## config.mk

```make
export PLATFORM = sky130hd
export DESIGN_NAME = add32_byte_serial_flat
export DESIGN_NICKNAME = d
export VERILOG_FILES = /design/src/rtl/add32_byte_serial_pkg.sv /design/src/rtl/add32_byte_serial_if.sv /design/src/rtl/add32_byte_serial_sparse.sv /design/src/rtl/add32_byte_serial.sv /design/src/flat_wrapper.sv
export SDC_FILE = /design/constraint.sdc
export NUM_CORES = 1
export LEC_CHECK = 0
export CAP_MARGIN = 5
export CORE_MARGIN = 2
export CORE_UTILIZATION = 35
export CTS_CLUSTER_SIZE = 16
export DETAILED_ROUTE_END_ITERATION = 8
export PLACE_DENSITY = 0.64
export SLEW_MARGIN = 15
export SYNTH_ARGS = -nofsm -noshare
export SYNTH_HDL_FRONTEND = slang
export SYNTH_HIERARCHICAL = 1
export SYNTH_SLANG_ARGS = --single-unit
```

## constraint.sdc

```tcl
create_clock -name clk -period 8.7 [get_ports clk]
set_input_delay 1.74 -clock clk [delete_from_list [all_inputs] [get_ports clk]]
set_output_delay 1.74 -clock clk [all_outputs]
set_load 0.05 [all_outputs]
```

## src/rtl/add32_byte_serial_pkg.sv

```systemverilog
// Shared ALU definitions: FSM state encoding, slice width and the result flag bundle.
package add32_byte_serial_pkg;

  localparam int SLICE_W = 8;

  typedef enum logic [1:0] {
    S_IDLE = 2'd0,
    S_RUN  = 2'd1,
    S_DONE = 2'd2
  } state_t;

  typedef struct packed {
    logic cout;
    logic ovf;
    logic zero;
    logic neg;
  } flags_t;

endpackage

```

## src/rtl/add32_byte_serial_if.sv

```systemverilog
// Request/result handshake bundle for the byte-serial adder.
interface add32_byte_serial_if #(parameter int WIDTH = 32);

  logic             in_valid;
  logic             in_ready;
  logic [WIDTH-1:0] in_a;
  logic [WIDTH-1:0] in_b;
  logic             in_sub;
  logic             in_cin;
  logic             out_valid;
  logic             out_ready;
  logic [WIDTH-1:0] out_sum;
  logic             out_cout;
  logic             out_ovf;
  logic             out_zero;
  logic             out_neg;

  modport master (
    output in_valid, in_a, in_b, in_sub, in_cin, out_ready,
    input  in_ready, out_valid, out_sum, out_cout, out_ovf, out_zero, out_neg
  );

  modport slave (
    input  in_valid, in_a, in_b, in_sub, in_cin, out_ready,
    output in_ready, out_valid, out_sum, out_cout, out_ovf, out_zero, out_neg
  );

endinterface

```

## src/rtl/add32_byte_serial_sparse.sv

```systemverilog
// 8-bit Kogge-Stone adder slice with carry-in folded into bit 0's generate term.
module sparse
  import add32_byte_serial_pkg::*;
(
  input  logic [SLICE_W-1:0] i_a,
  input  logic [SLICE_W-1:0] i_b,
  input  logic               i_cin,
  output logic [SLICE_W-1:0] o_sum,
  output logic               o_cout
);

  logic [7:0] w_p0, w_g0, w_g1, w_g2, w_g3;
  logic [7:2] w_p1;
  logic [7:4] w_p2;

  assign w_p0 = i_a ^ i_b;
  assign w_g0 = (i_a & i_b) | {7'd0, w_p0[0] & i_cin};

  // Three prefix levels of span 2, 4, 8; group-propagate kept only where a later level reads it
  for (genvar i = 0; i < 8; i++) begin : g_prefix
    if (i >= 1) begin : g_l1
      assign w_g1[i] = w_g0[i] | (w_p0[i] & w_g0[i-1]);
    end else begin : g_l1_pass
      assign w_g1[i] = w_g0[i];
    end
    if (i >= 2) begin : g_l2
      assign w_p1[i] = w_p0[i] & w_p0[i-1];
      assign w_g2[i] = w_g1[i] | (w_p1[i] & w_g1[i-2]);
    end else begin : g_l2_pass
      assign w_g2[i] = w_g1[i];
    end
    if (i >= 4) begin : g_l3
      assign w_p2[i] = w_p1[i] & w_p1[i-2];
      assign w_g3[i] = w_g2[i] | (w_p2[i] & w_g2[i-4]);
    end else begin : g_l3_pass
      assign w_g3[i] = w_g2[i];
    end
  end

  assign o_sum  = w_p0 ^ {w_g3[6:0], i_cin};
  assign o_cout = w_g3[7];

endmodule

```

## src/rtl/add32_byte_serial.sv

```systemverilog
// Byte-serial WIDTH-bit adder/subtractor: one operand pair is pushed through a single
// 8-bit slice LSB byte first, with the carry registered between bytes.
module add32_byte_serial
  import add32_byte_serial_pkg::*;
#(
  parameter int WIDTH = 32
) (
  input  logic               clk,
  input  logic               rst_n,
  add32_byte_serial_if.slave bus
);

  localparam int N     = WIDTH / SLICE_W;
  localparam int IDX_W = $clog2(N);
  localparam int MSB   = WIDTH - 1;

  state_t             r_state, w_state_next;
  logic [IDX_W-1:0]   r_idx;
  logic [WIDTH-1:0]   r_op_a, r_op_b, r_sum;
  logic               r_carry;
  flags_t             r_flags, w_flags_next;
  logic [SLICE_W-1:0] w_slice_a, w_slice_b, w_slice_sum;
  logic               w_slice_cout;
  logic               w_last;
  logic [WIDTH-1:0]   w_sum_final;

  assign w_slice_a = r_op_a[r_idx*SLICE_W +: SLICE_W];
  assign w_slice_b = r_op_b[r_idx*SLICE_W +: SLICE_W];

  sparse u_slice (
    .i_a    (w_slice_a),
    .i_b    (w_slice_b),
    .i_cin  (r_carry),
    .o_sum  (w_slice_sum),
    .o_cout (w_slice_cout)
  );

  assign w_last      = (r_idx == IDX_W'(N - 1));
  assign w_sum_final = {w_slice_sum, r_sum[WIDTH-SLICE_W-1:0]};

  // Flags see the complete sum: the top byte comes straight from the slice on the last step
  always_comb begin
    w_flags_next.cout = w_slice_cout;
    w_flags_next.ovf  = (r_op_a[MSB] == r_op_b[MSB]) && (w_slice_sum[SLICE_W-1] != r_op_a[MSB]);
    w_flags_next.zero = ~|w_sum_final;
    w_flags_next.neg  = w_sum_final[MSB];
  end

  always_ff @(posedge clk or negedge rst_n) begin
    if (!rst_n) r_state <= S_IDLE;
    else        r_state <= w_state_next;
  end

  always_comb begin
    w_state_next = r_state;
    case (r_state)
      S_IDLE:  if (bus.in_valid)  w_state_next = S_RUN;
      S_RUN:   if (w_last)        w_state_next = S_DONE;
      S_DONE:  if (bus.out_ready) w_state_next = S_IDLE;
      default:                    w_state_next = S_IDLE;
    endcase
  end

  always_ff @(posedge clk or negedge rst_n) begin
    if (!rst_n) begin
      r_idx   <= '0;
      r_op_a  <= '0;
      r_op_b  <= '0;
      r_sum   <= '0;
      r_carry <= 1'b0;
      r_flags <= '0;
    end else begin
      case (r_state)
        S_IDLE: begin
          if (bus.in_valid) begin
            r_op_a  <= bus.in_a;
            r_op_b  <= bus.in_sub ? ~bus.in_b : bus.in_b;
            r_carry <= bus.in_sub ? 1'b1 : bus.in_cin;
            r_idx   <= '0;
          end
        end
        S_RUN: begin
          r_sum[r_idx*SLICE_W +: SLICE_W] <= w_slice_sum;
          r_carry <= w_slice_cout;
          r_idx   <= r_idx + 1'b1;
          if (w_last) r_flags <= w_flags_next;
        end
        default: ;
      endcase
    end
  end

  assign bus.in_ready  = (r_state == S_IDLE);
  assign bus.out_valid = (r_state == S_DONE);
  assign bus.out_sum   = r_sum;
  assign bus.out_cout  = r_flags.cout;
  assign bus.out_ovf   = r_flags.ovf;
  assign bus.out_zero  = r_flags.zero;
  assign bus.out_neg   = r_flags.neg;

endmodule

```

## src/flat_wrapper.sv

```systemverilog
// flat-port wrapper written by rule: the top's interface ports become plain ports
module add32_byte_serial_flat import add32_byte_serial_pkg::*;
#(
  parameter int WIDTH = 32
)
  (clk, rst_n, bus_in_valid, bus_in_a, bus_in_b, bus_in_sub, bus_in_cin, bus_out_ready, bus_in_ready, bus_out_valid, bus_out_sum, bus_out_cout, bus_out_ovf, bus_out_zero, bus_out_neg);
  add32_byte_serial_if #(.WIDTH(WIDTH)) bus_i ();
  input  logic clk;
  input  logic rst_n;
  input wire logic [$bits(bus_i.in_valid)-1:0] bus_in_valid;
  input wire logic [$bits(bus_i.in_a)-1:0] bus_in_a;
  input wire logic [$bits(bus_i.in_b)-1:0] bus_in_b;
  input wire logic [$bits(bus_i.in_sub)-1:0] bus_in_sub;
  input wire logic [$bits(bus_i.in_cin)-1:0] bus_in_cin;
  input wire logic [$bits(bus_i.out_ready)-1:0] bus_out_ready;
  output wire logic [$bits(bus_i.in_ready)-1:0] bus_in_ready;
  output wire logic [$bits(bus_i.out_valid)-1:0] bus_out_valid;
  output wire logic [$bits(bus_i.out_sum)-1:0] bus_out_sum;
  output wire logic [$bits(bus_i.out_cout)-1:0] bus_out_cout;
  output wire logic [$bits(bus_i.out_ovf)-1:0] bus_out_ovf;
  output wire logic [$bits(bus_i.out_zero)-1:0] bus_out_zero;
  output wire logic [$bits(bus_i.out_neg)-1:0] bus_out_neg;
  assign bus_i.in_valid = bus_in_valid;
  assign bus_i.in_a = bus_in_a;
  assign bus_i.in_b = bus_in_b;
  assign bus_i.in_sub = bus_in_sub;
  assign bus_i.in_cin = bus_in_cin;
  assign bus_i.out_ready = bus_out_ready;
  assign bus_in_ready = bus_i.in_ready;
  assign bus_out_valid = bus_i.out_valid;
  assign bus_out_sum = bus_i.out_sum;
  assign bus_out_cout = bus_i.out_cout;
  assign bus_out_ovf = bus_i.out_ovf;
  assign bus_out_zero = bus_i.out_zero;
  assign bus_out_neg = bus_i.out_neg;
  add32_byte_serial #(.WIDTH(WIDTH)) u_core (.clk(clk), .rst_n(rst_n), .bus(bus_i));
endmodule
```

==> results by group <==
Drt
  – Initial DRC Count: 168
  – Overall routed net length: 11.3 mm
  – Via count: 3,411
  – DR vias/cell: 4.97
  – Routed Antenna Nets: 0
  – Wire per inst: 16.5 um
  – DRC violations left: 0
  – TritonRoute pass-1 iters: 4

STA
  – Unrepaired setup endpoints after global routing: false
  – Tmin final: 3730 ps
  – Skew final: 10.3 ps
  – Fin crit share: 42.9%
  – Slew @ Worst Pin: 1030 ps
  – Final setup vio count: 0
  – Final hold vios: 0
  – Setup TNS: 0 ps
  – Slew Limit Headroom: 31.5%
  – Slew Viols, Final: 0
  – F_max: 268 MHz

Synthesis
  – Seq/Total Area, Yosys: 51.4%
  – Cell taking the most area after synthesis: dfrtp_1
  – Number of flops mapped to enable cells by yosys: 0
  – Post-synth ARST share: 100%
  – Cells after synthesis: 398
  – Syn nets: 482
  – Yosys top cell area share: 51.4%
  – Syn Std Cell Area: 5110 um^2
  – Post-synth top cells: dfrtp_1, nor2_1, xnor2_1
  – Yosys warnings: 6
  – Count leader, synth: dfrtp_1
  – Post-synthesis cell type count: 45
  – Main area contributors after synthesis: dfrtp_1, mux4_2, mux2_1
  – Top FF cell, synth: dfrtp_1
  – Avg Cell Area, Syn: 12.8 um^2
  – Synthesis-stage register bit count: 105

Worst setup path
  – Crit path arrival time: 3990 ps
  – Top cell by count, worst path: fa_1
  – Kind of critical path: flip-flop to flip-flop
  – WP data required: 8960 ps
  – Worst path cell trace: buf_4 -> mux4_2 -> fa_1 -> inv_1 -> fa_1 -> nor2b_4 -> o21ai_2 -> a21oi_2 -> a211oi_2 -> xnor2_1 -> nor4_1 -> nand4_1 -> o31ai_1
  – Critical-path top delay cell: mux4_2
  – CP max FO: 20
  – FF-to-FF Start: u_core/r_idx[0]$_DFFE_PN0P_
  – CP startpoint kind: flip-flop
  – Crit-path max cell delay: 600 ps
  – Crit. Startpoint: u_core/r_idx[0]$_DFFE_PN0P_
  – Crit end category: flip-flop

Clock tree
  – CTS max path bufs: 2
  – CTS tree: done
  – CTS Hold Bufs: 0
  – # resized after CTS: 0
  – Root Buffer: clkbuf_16
  – Number of CTS-inserted buffers: 9
  – Setup Buffers After CTS: 0
  – H-tree depth: 3
  – Sink Count: 105
  – Clk slew on worst S/H paths: 70 ps
  – Worst skew pair latency: 340 ps

Status
  – Outcome: completed

GRT
  – Largest net degree at the start of global routing: 101
  – Vias in the first global route: 3,584
  – First-pass GRT wire length: 18.9 mm
  – GRT Overall Usage: 15.3%
  – Initial antenna violation count: 0
  – Grt ovf: 0

Place
  – # port buffers: 107
  – Post-DP Area: 6300 um^2
  – Post-detail-place hpwl: 8.46 mm
  – GP Congestion: 0.792

Floorplan
  – Core Box Area: 14,400 um^2
  – Core Rows: 44
  – Die footprint: 15,600 um^2
  – Io pins: 108
  – DIE HEIGHT: 125 um
  – Chip width: 125 um
  – Initial Utilization: 35.4%

Hold path
  – Worst hold path type: flip-flop to flip-flop
  – Worst hold start: u_core/bus.out_zero$_DFFE_PN0P_

Finish
  – Nets@finish: 581
  – Fin area: 6590 um^2
  – Final Util: 45.7%
  – Syn-to-layout area delta: 28.9%
  – Layout cell share with drive strength beyond 1: 11.0%
  – Inserted Diodes: 0
  – # fillers: 1,328

Run
  – Max cap viols: 0
layer usage:
| metal | global-route usage, % | share of wire [%] | up-vias |
|---|---|---|---|
| met5 | 0 | 0 | - |
| met4 | 3.92 | 1.3 | 0 |
| met3 | 3.39 | 4.3 | 13 |
| met2 | 25.6 | 50 | 87 |
| met1 | 20.2 | 45 | 1678 |
| li1 | - | - | 1633 |
critical path, delay by kind of cell (launching register included):
kind	cells	cell delay, ps
buffers and inverters	2	490
AO/OA/AOI/OAI	4	660
multiplexers	1	600
XOR/XNOR	1	250
adder cells (fa/ha/maj)	2	720
flip-flops	1	420
AND/OR/NAND/NOR	3	490
path summary, 6_finish.rpt:
kind                                                    to  slack (ps)  cells after the start
max reg2reg                u_core/bus.out_zero$_DFFE_PN0P_        4970                     13
max in group asynchronous    u_core/r_op_b[21]$_DFFE_PN0P_        6140                      2
min reg2reg                u_core/bus.out_zero$_DFFE_PN0P_         480                      2
min                        u_core/bus.out_zero$_DFFE_PN0P_         480                      2
min in group asynchronous    u_core/r_op_a[26]$_DFFE_PN0P_        1340                      1
max                        u_core/bus.out_zero$_DFFE_PN0P_        4970                     13
metrics by stage:
| stage | std cells | hold WS, ps | setup slack (ps) |
|---|---|---|---|
| 5_1_grt | 686 | 507 | 4720 |
| 4_1_cts | 686 | 485 | 4930 |
| 3_5_place_dp | 670 | 468 | 4910 |
| 2_1_floorplan | 398 | 452 | 5520 |
| 6_report | 686 | 477 | 4970 |
| 3_3_place_gp | 670 | 461 | 4980 |
layout make-up:
cell class / instances / area (um^2) / share of cell area (%)
Sequential cell: 105 / 2630 / 39.9
Clock inverter: 6 / 50.0 / 0.760
Clock buffer: 10 / 239 / 3.63
Tap cell: 184 / 230 / 3.50
Inverter: 10 / 40.0 / 0.608
Multi-Input combinational cell: 261 / 2310 / 35.1
Timing Repair Buffer: 110 / 1090 / 16.5
sequential cells by signal, summed over array words and instances (netlist names):
signal,flops
u_core/bus.out_ovf,1
u_core/r_op_a,32
u_core/r_carry,1
u_core/r_idx,2
u_core/r_state,2
u_core/r_op_b,32
u_core/bus.out_zero,1
u_core/bus.out_sum,32
u_core/bus.out_neg,1
u_core/bus.out_cout,1
placed cells by master, fill, tap and decap left out, drive strengths merged, types with 8 or more instances in the layout:
master and instances:
xnor2 37, dfrtp 105, a22o 32, mux2 34, a21oi 37, ha 12
nor2 38, clkbuf 10, clkdlybuf4s50 105, nor4 8, inv 12, mux4 16
cell families after synthesis:
kind of cell / count (synthesis) / share of synthesized area, %
AO/OA/AOI/OAI: 82 / 10.9
XOR/XNOR: 38 / 6.51
adder cells (fa/ha/maj): 14 / 3.72
buffers and inverters: 32 / 3.43
flip-flops: 105 / 51.4
multiplexers: 51 / 14.7
AND/OR/NAND/NOR: 76 / 9.23
Power is not shown: default switching activity piles up to over one toggle a cycle in this logic, so the estimate is an artifact.
